**src/rtl/rv32ima_pkg.sv**
```systemverilog
// Shared types for the integer register file write path.
// Latency: n/a (types and constants only).
// Backpressure: n/a.
package rv32ima_pkg;

   localparam int REG_W  = 5;
   localparam int WORD_W = 32;

   typedef logic [WORD_W-1:0] word_t;
   typedef logic [REG_W-1:0]  regbits_t;

   // One queued writeback: destination register and result word.
   typedef struct packed {
      regbits_t rd;
      word_t    data;
   } wb_req_t;

endpackage

```
**src/rtl/wb_fifo.sv**
```systemverilog
// Synchronous in-order FIFO of writeback requests with a per-entry rd view.
// Latency: push visible at head/count the cycle after the push edge.
// Backpressure: push ignored while full, pop ignored while empty; no push-through.
module wb_fifo
   import rv32ima_pkg::*;
#(
   parameter int DEPTH = 4
) (
   input  logic                    clk,
   input  logic                    nrst,
   input  logic                    push,
   input  wb_req_t                 push_dat,
   input  logic                    pop,
   output logic                    full,
   output logic                    empty,
   output logic [$clog2(DEPTH):0]  count,
   output wb_req_t                 head,
   output logic [DEPTH-1:0]        ent_vld,
   output regbits_t [DEPTH-1:0]    ent_rd
);

   localparam int AW = $clog2(DEPTH);
   localparam logic [AW:0] PTR_ONE = (AW+1)'(1);

   // Pointers carry one extra wrap bit so full and empty are distinguishable.
   logic [AW:0]   wptr_q, wptr_d;
   logic [AW:0]   rptr_q, rptr_d;
   wb_req_t       mem_q [DEPTH];
   wb_req_t       mem_d [DEPTH];
   logic          push_ok;
   logic          pop_ok;
   logic [AW-1:0] off;

   // Status derived purely from registered pointers.
   always_comb begin
      empty = (wptr_q == rptr_q);
      full  = (wptr_q[AW] != rptr_q[AW]) && (wptr_q[AW-1:0] == rptr_q[AW-1:0]);
      count = wptr_q - rptr_q;
      head  = mem_q[rptr_q[AW-1:0]];
   end

   // Next pointer and storage state; a full FIFO never accepts, even when popping.
   always_comb begin
      push_ok = push && !full;
      pop_ok  = pop && !empty;
      wptr_d  = wptr_q;
      rptr_d  = rptr_q;
      mem_d   = mem_q;
      if (push_ok) begin
         mem_d[wptr_q[AW-1:0]] = push_dat;
         wptr_d                = wptr_q + PTR_ONE;
      end
      if (pop_ok) begin
         rptr_d = rptr_q + PTR_ONE;
      end
   end

   // Slot i is occupied when its distance from the read pointer is below count.
   always_comb begin
      off = '0;
      for (int i = 0; i < DEPTH; i++) begin
         off        = AW'(i) - rptr_q[AW-1:0];
         ent_vld[i] = ({1'b0, off} < count);
         ent_rd[i]  = mem_q[i].rd;
      end
   end

   // Pointer registers; reset empties the FIFO.
   always_ff @(posedge clk) begin
      if (!nrst) begin
         wptr_q <= '0;
         rptr_q <= '0;
      end else begin
         wptr_q <= wptr_d;
         rptr_q <= rptr_d;
      end
   end

   // Entry storage; contents are don't-care until the pointers cover them.
   always_ff @(posedge clk) begin
      mem_q <= mem_d;
   end

endmodule

```
**src/rtl/rf_wb_arbiter.sv**
```systemverilog
// Merges pipeline (src0) and long-latency (src1, FIFO-buffered) results onto one RF write port.
// Latency: src0 accept -> wen next cycle; src1 push -> pop next edge at earliest -> wen after that.
// Backpressure: src1_ready = !full; src0_ready drops for one cycle once the FIFO head starved STARVE_MAX cycles.
module rf_wb_arbiter
   import rv32ima_pkg::*;
#(
   parameter int DEPTH      = 4,
   parameter int STARVE_MAX = 8
) (
   input  logic                    clk,
   input  logic                    nrst,
   input  logic                    src0_valid,
   output logic                    src0_ready,
   input  logic [REG_W-1:0]        src0_rd,
   input  logic [WORD_W-1:0]       src0_data,
   input  logic                    src1_valid,
   output logic                    src1_ready,
   input  logic [REG_W-1:0]        src1_rd,
   input  logic [WORD_W-1:0]       src1_data,
   output logic                    wen,
   output logic [REG_W-1:0]        wsel,
   output logic [WORD_W-1:0]       wdat,
   output logic [2**REG_W-1:0]     busy,
   output logic [$clog2(DEPTH):0]  fifo_count
);

   localparam int SW = $clog2(STARVE_MAX + 1);
   localparam logic [SW-1:0] STARVE_LIM = SW'(STARVE_MAX);
   localparam logic [SW-1:0] STARVE_ONE = SW'(1);

   logic                 wen_q, wen_d;
   logic [REG_W-1:0]     wsel_q, wsel_d;
   logic [WORD_W-1:0]    wdat_q, wdat_d;
   logic [SW-1:0]        starve_q, starve_d;

   logic                 hold;
   logic                 src0_xfer;
   logic                 push;
   logic                 pop;
   wb_req_t              push_dat;
   logic                 fifo_full;
   logic                 fifo_empty;
   wb_req_t              head;
   logic [DEPTH-1:0]     ent_vld;
   regbits_t [DEPTH-1:0] ent_rd;

   wb_fifo #(
      .DEPTH (DEPTH)
   ) u_fifo (
      .clk      (clk),
      .nrst     (nrst),
      .push     (push),
      .push_dat (push_dat),
      .pop      (pop),
      .full     (fifo_full),
      .empty    (fifo_empty),
      .count    (fifo_count),
      .head     (head),
      .ent_vld  (ent_vld),
      .ent_rd   (ent_rd)
   );

   // Handshakes and grant: src0 wins unless held off; otherwise the FIFO head drains.
   always_comb begin
      hold       = (starve_q == STARVE_LIM);
      src0_ready = !hold;
      src0_xfer  = src0_valid && !hold;
      src1_ready = !fifo_full;
      push       = src1_valid && !fifo_full;
      push_dat   = '{rd: src1_rd, data: src1_data};
      pop        = !src0_xfer && !fifo_empty;
   end

   // Next output register values; x0 writes are consumed but never raise wen.
   always_comb begin
      wen_d  = 1'b0;
      wsel_d = wsel_q;
      wdat_d = wdat_q;
      if (src0_xfer) begin
         wen_d  = (src0_rd != '0);
         wsel_d = src0_rd;
         wdat_d = src0_data;
      end else if (pop) begin
         wen_d  = (head.rd != '0);
         wsel_d = head.rd;
         wdat_d = head.data;
      end
   end

   // Starvation counter: counts src0 wins over a waiting head, clears on pop or empty.
   always_comb begin
      starve_d = starve_q;
      if (fifo_empty || pop) begin
         starve_d = '0;
      end else if (src0_xfer) begin
         starve_d = starve_q + STARVE_ONE;
      end
   end

   // Pending-write mask from occupied FIFO slots; x0 is never reported busy.
   always_comb begin
      busy = '0;
      for (int i = 0; i < DEPTH; i++) begin
         if (ent_vld[i]) begin
            busy[ent_rd[i]] = 1'b1;
         end
      end
      busy[0] = 1'b0;
   end

   // Output and counter registers.
   always_ff @(posedge clk) begin
      if (!nrst) begin
         wen_q    <= 1'b0;
         wsel_q   <= '0;
         wdat_q   <= '0;
         starve_q <= '0;
      end else begin
         wen_q    <= wen_d;
         wsel_q   <= wsel_d;
         wdat_q   <= wdat_d;
         starve_q <= starve_d;
      end
   end

   assign wen  = wen_q;
   assign wsel = wsel_q;
   assign wdat = wdat_q;

endmodule

```
**config.mk**
```make
export PLATFORM = sky130hd
export DESIGN_NAME = rf_wb_arbiter
export DESIGN_NICKNAME = d
export VERILOG_FILES = /design/src/rtl/rv32ima_pkg.sv /design/src/rtl/wb_fifo.sv /design/src/rtl/rf_wb_arbiter.sv
export SDC_FILE = /design/constraint.sdc
export NUM_CORES = 1
export LEC_CHECK = 0
export CAP_MARGIN = 15
export CORE_UTILIZATION = 54
export DETAILED_ROUTE_END_ITERATION = 16
export PLACE_DENSITY = 0.79
export SLEW_MARGIN = 20
export SYNTH_ARGS = -nofsm -noshare
export SYNTH_HDL_FRONTEND = slang
export SYNTH_HIERARCHICAL = 1
export SYNTH_SLANG_ARGS = --single-unit
```
**constraint.sdc**
```tcl
create_clock -name clk -period 4.3 [get_ports clk]
set_input_delay 0.86 -clock clk [delete_from_list [all_inputs] [get_ports clk]]
set_output_delay 0.86 -clock clk [all_outputs]
set_load 0.05 [all_outputs]
```
==> flow_summary.toml, run 1 <==
[global_route]
antenna_found_initial = 0
grt_max_degree = 79
track_usage_pct = 26.6
grt_pass1_wl_um = 36100
grt_pass1_vias = 6552
grt_overflow = 0

[worst_setup_path]
r2r_cells = 8
arrival_ns = 3.28
critPathMaxFanout = 7
endpoint_kind = "output port"
cp.required_ns = 3.44
rrSetupSlack_ns = 0.97
crit_start = "u_fifo/wptr_q[0]$_SDFFE_PN0P_"
reg2reg_from = "u_fifo/rptr_q[0]$_SDFFE_PN0P_"
path_class = "reg -> out"
worst_r2r_endpoint = "u_fifo/mem_q[102]$_DFFE_PP_"
start_kind = "register"

[sta]
timing.setup.tns_ns = 0
max_freq_mhz = 242
whs_ns = 0.497
setup_viol_count_final = 0
min_period_over_period_pct = 96.2
tightest_slew_ns = 1.07
period_needed_ns = 4.14
final_hold_viol_count = 0
max-slew-margin-rel_pct = 28.6
fin_skew_ns = 0.00918
drv_slew = 0

[clocking]
cts_hold_buf = 0
cts_buffer_depth = 2
htree_levels = 4
clock-sinks = 196
cts-root-buf = "clkbuf_16"
clkTransAtPathRegs_ns = 0.07
clk_latency_ns = 0.43
numCtsBuffers = 17
cts_tree = "built"

[placement]
dp_hpwl_um = 15900
io_buffers = 151
routabilityCongestion = 0.951

[logic_synthesis]
synth_most_common_cell = "edfxtp_1"
ys.flop_type = "edfxtp_1"
synthDistinctLibCells = 53
synth-seq-cells = 196
synthCells = 672
synth.cell_area_um2 = 9430
syn_avg_cell_area_um2 = 14.0
seq_area_frac_synth_pct = 57.3
synth-edff-count = 148
async_flop_share_pct = 0
synth_largest_area_cell = "edfxtp_1"
synth_top_area_share_pct = 47.1
synth_common_cells = "148 x edfxtp_1, 48 x dfxtp_1, 38 x a21oi_1, 38 x o21a_1"
yosys-top-cells-area = "edfxtp_1 47%, dfxtp_1 10%, mux4_2 8.8%"
syn_nets = 767
synth_warnings = 6

[drt]
dr.pass1.iters = 4
met1_length_um = 8960
highest_layer = "met4"
wl_per_cell_um = 22.6
drc = 0
drt_iter0_drc = 491
route.met3.wl_um = 1590
wl_um = 23200
wl_met2_um = 12200
viasPerCell = 6.34
via_count = 6490
drtAntennaViolNets = 0

[layout]
area_growth_pct = 29.0
drive_gt1_share_pct = 22.3
fill_cells = 1090
nNetsFinal = 886
diodes = 0

[run]
drv_cap = 0

[hold_path]
hold-path-cell-count = 1
hold_path_end = "starve_q[0]$_SDFFE_PP0N_"
hp-class = "reg -> reg"
hp-start = "starve_q[0]$_SDFFE_PP0N_"

[die]
die_x_um = 134
die_h_um = 134
ios = 153
start_util_pct = 56.0
core_um2 = 16800
dieArea_um2 = 18000
rows = 47

[power]
p_int_mw = 4.96
finalPower_mw = 8.07
power_switching_mw = 3.11
clkPwrFrac_pct = 21.0
power.leakage_nw = 4.27
power.density_nw_per_um2 = 663
irDropWorstVdd_mv = 0.424
combPwrFrac_pct = 46.7
sw_frac_of_total_pct = 38.5
power_frac_seq_pct = 32.2

[run_status]
outcome = "finished clean"
state kept, by name, summed over array words and instances, names as in the netlist:
signal,flops
u_fifo/mem_q,128
wdat,32
u_fifo/ent_rd,20
wsel,5
starve_q,4
u_fifo/rptr_q,3
u_fifo/wptr_q,3
wen,1
cell usage in the layout, fill, tap and decap left out, types with 4 or more instances in the layout:
| master | count |
|---|---|
| edfxtp_1 | 148 |
| clkdlybuf4s50_1 | 118 |
| dfxtp_1 | 45 |
| a21oi_1 | 38 |
| o21a_1 | 38 |
| and3_1 | 37 |
| mux2i_1 | 37 |
| mux4_2 | 37 |
| buf_12 | 35 |
| o221ai_2 | 31 |
| a22oi_1 | 17 |
| clkbuf_16 | 17 |
| nand2_1 | 16 |
| ha_1 | 16 |
| nor2b_1 | 14 |
| inv_1 | 13 |
| nor2_1 | 13 |
| buf_4 | 11 |
| a32oi_1 | 10 |
| nand3_1 | 9 |
| nand4_1 | 8 |
| and4b_1 | 6 |
| and4bb_2 | 6 |
| nand3b_1 | 5 |
| nand2b_1 | 4 |
| inv_6 | 4 |
| and2_2 | 4 |
worst max-delay path, stage by stage (launching register included):
cell and delay, ns:
dfxtp_4 0.37, inv_2 0.08, ha_1 0.14, inv_1 0.04
fa_1 0.51, inv_2 0.07, ha_1 0.26, nor2b_1 0.14
o21ai_1 0.08, buf_4 0.17, and4bb_2 0.29, a32oi_2 0.32
o221ai_2 0.18, buf_12 0.18
power groups by stage:
stage          clock network [mW]  logic [mW]  registers, mW
5_1_grt                      1.80        3.99           2.63
2_1_floorplan                   0        2.20           2.86
4_1_cts                      1.72        3.70           2.59
3_5_place_dp                    0        3.66           2.63
6_report                     1.70        3.77           2.60
3_3_place_gp                    0        3.58           2.60
final cells by class:
cell class | instances | area (um^2) | share of cell area, %
well taps | 220 | 275 | 2.26
repair buffers | 166 | 1970 | 16.2
multi-input cells | 395 | 3790 | 31.2
clock inverters | 14 | 214 | 1.76
flip-flops and latches | 196 | 5410 | 44.5
inverters | 15 | 56.3 | 0.463
clock buffers | 18 | 439 | 3.61
metal layers:
metal,global-route usage [%],vias up
li1,-,2903
met1,33.1,3258
met2,46.4,297
met3,5.78,32
met4,8.11,0
met5,0,-
repair_timing:
action                                  CTS  global route
setup buffers                             0             0
endpoints found under the setup margin   31            31
resized for setup                         3            25
gates cloned                              0             0
pin swaps                                 0             3
worst max-delay path by stage:
stage	to	slack (ns)	cells past startpoint
final	busy[19]	0.16	13
after CTS	busy[17]	0.02	13
after global placement	busy[22]	0.29	12
after detailed placement	busy[22]	0.20	12
after floorplan	busy[16]	-0.28	10
after global routing	busy[19]	-0.0002	13
through the flow:
| stage | util (%) | std cells | worst slack [ns] | instance area (um^2) |
|---|---|---|---|---|
| 2_1_floorplan | - | 672 | -0.280 | 9560 |
| 3_3_place_gp | 67.7 | 992 | 0.289 | 11400 |
| 3_5_place_dp | 67.7 | 992 | 0.197 | 11400 |
| 4_1_cts | 71.6 | 1024 | 0.0241 | 12000 |
| 5_1_grt | 72.3 | 1024 | -0.000167 | 12200 |
| 6_report | 72.3 | 1024 | 0.164 | 12200 |
cell families after synthesis:
family / synth area share (%)
AOI/OAI and AO/OA: 11.7
xor gates and xnor gates: 0.451
adders and majority gates: 2.34
buffers and inverters: 5.23
DFF: 57.3
muxes: 12.9
other: 0.0398
and+or+nand+nor: 10.0
(Power assumes the default switching activity.)
==> inputs of run 2 (changes only) <==
--- a/config.mk
+++ b/config.mk
@@ -7,6 +7,7 @@
 export LEC_CHECK = 0
 export CAP_MARGIN = 15
 export CORE_UTILIZATION = 54
+export CTS_CLUSTER_SIZE = 8
 export DETAILED_ROUTE_END_ITERATION = 16
 export PLACE_DENSITY = 0.79
 export SLEW_MARGIN = 20
==> results of run 2 <==
The final DEF is identical to that of run 1; final timing and power are the same.
==> inputs of run 3 (changes only) <==
--- a/config.mk
+++ b/config.mk
@@ -10,7 +10,6 @@
 export CTS_CLUSTER_SIZE = 8
 export DETAILED_ROUTE_END_ITERATION = 16
 export PLACE_DENSITY = 0.79
-export SLEW_MARGIN = 20
 export SYNTH_ARGS = -nofsm -noshare
 export SYNTH_HDL_FRONTEND = slang
 export SYNTH_HIERARCHICAL = 1
==> results of run 3 <==
The final DEF is identical to that of run 1; final timing and power are the same.
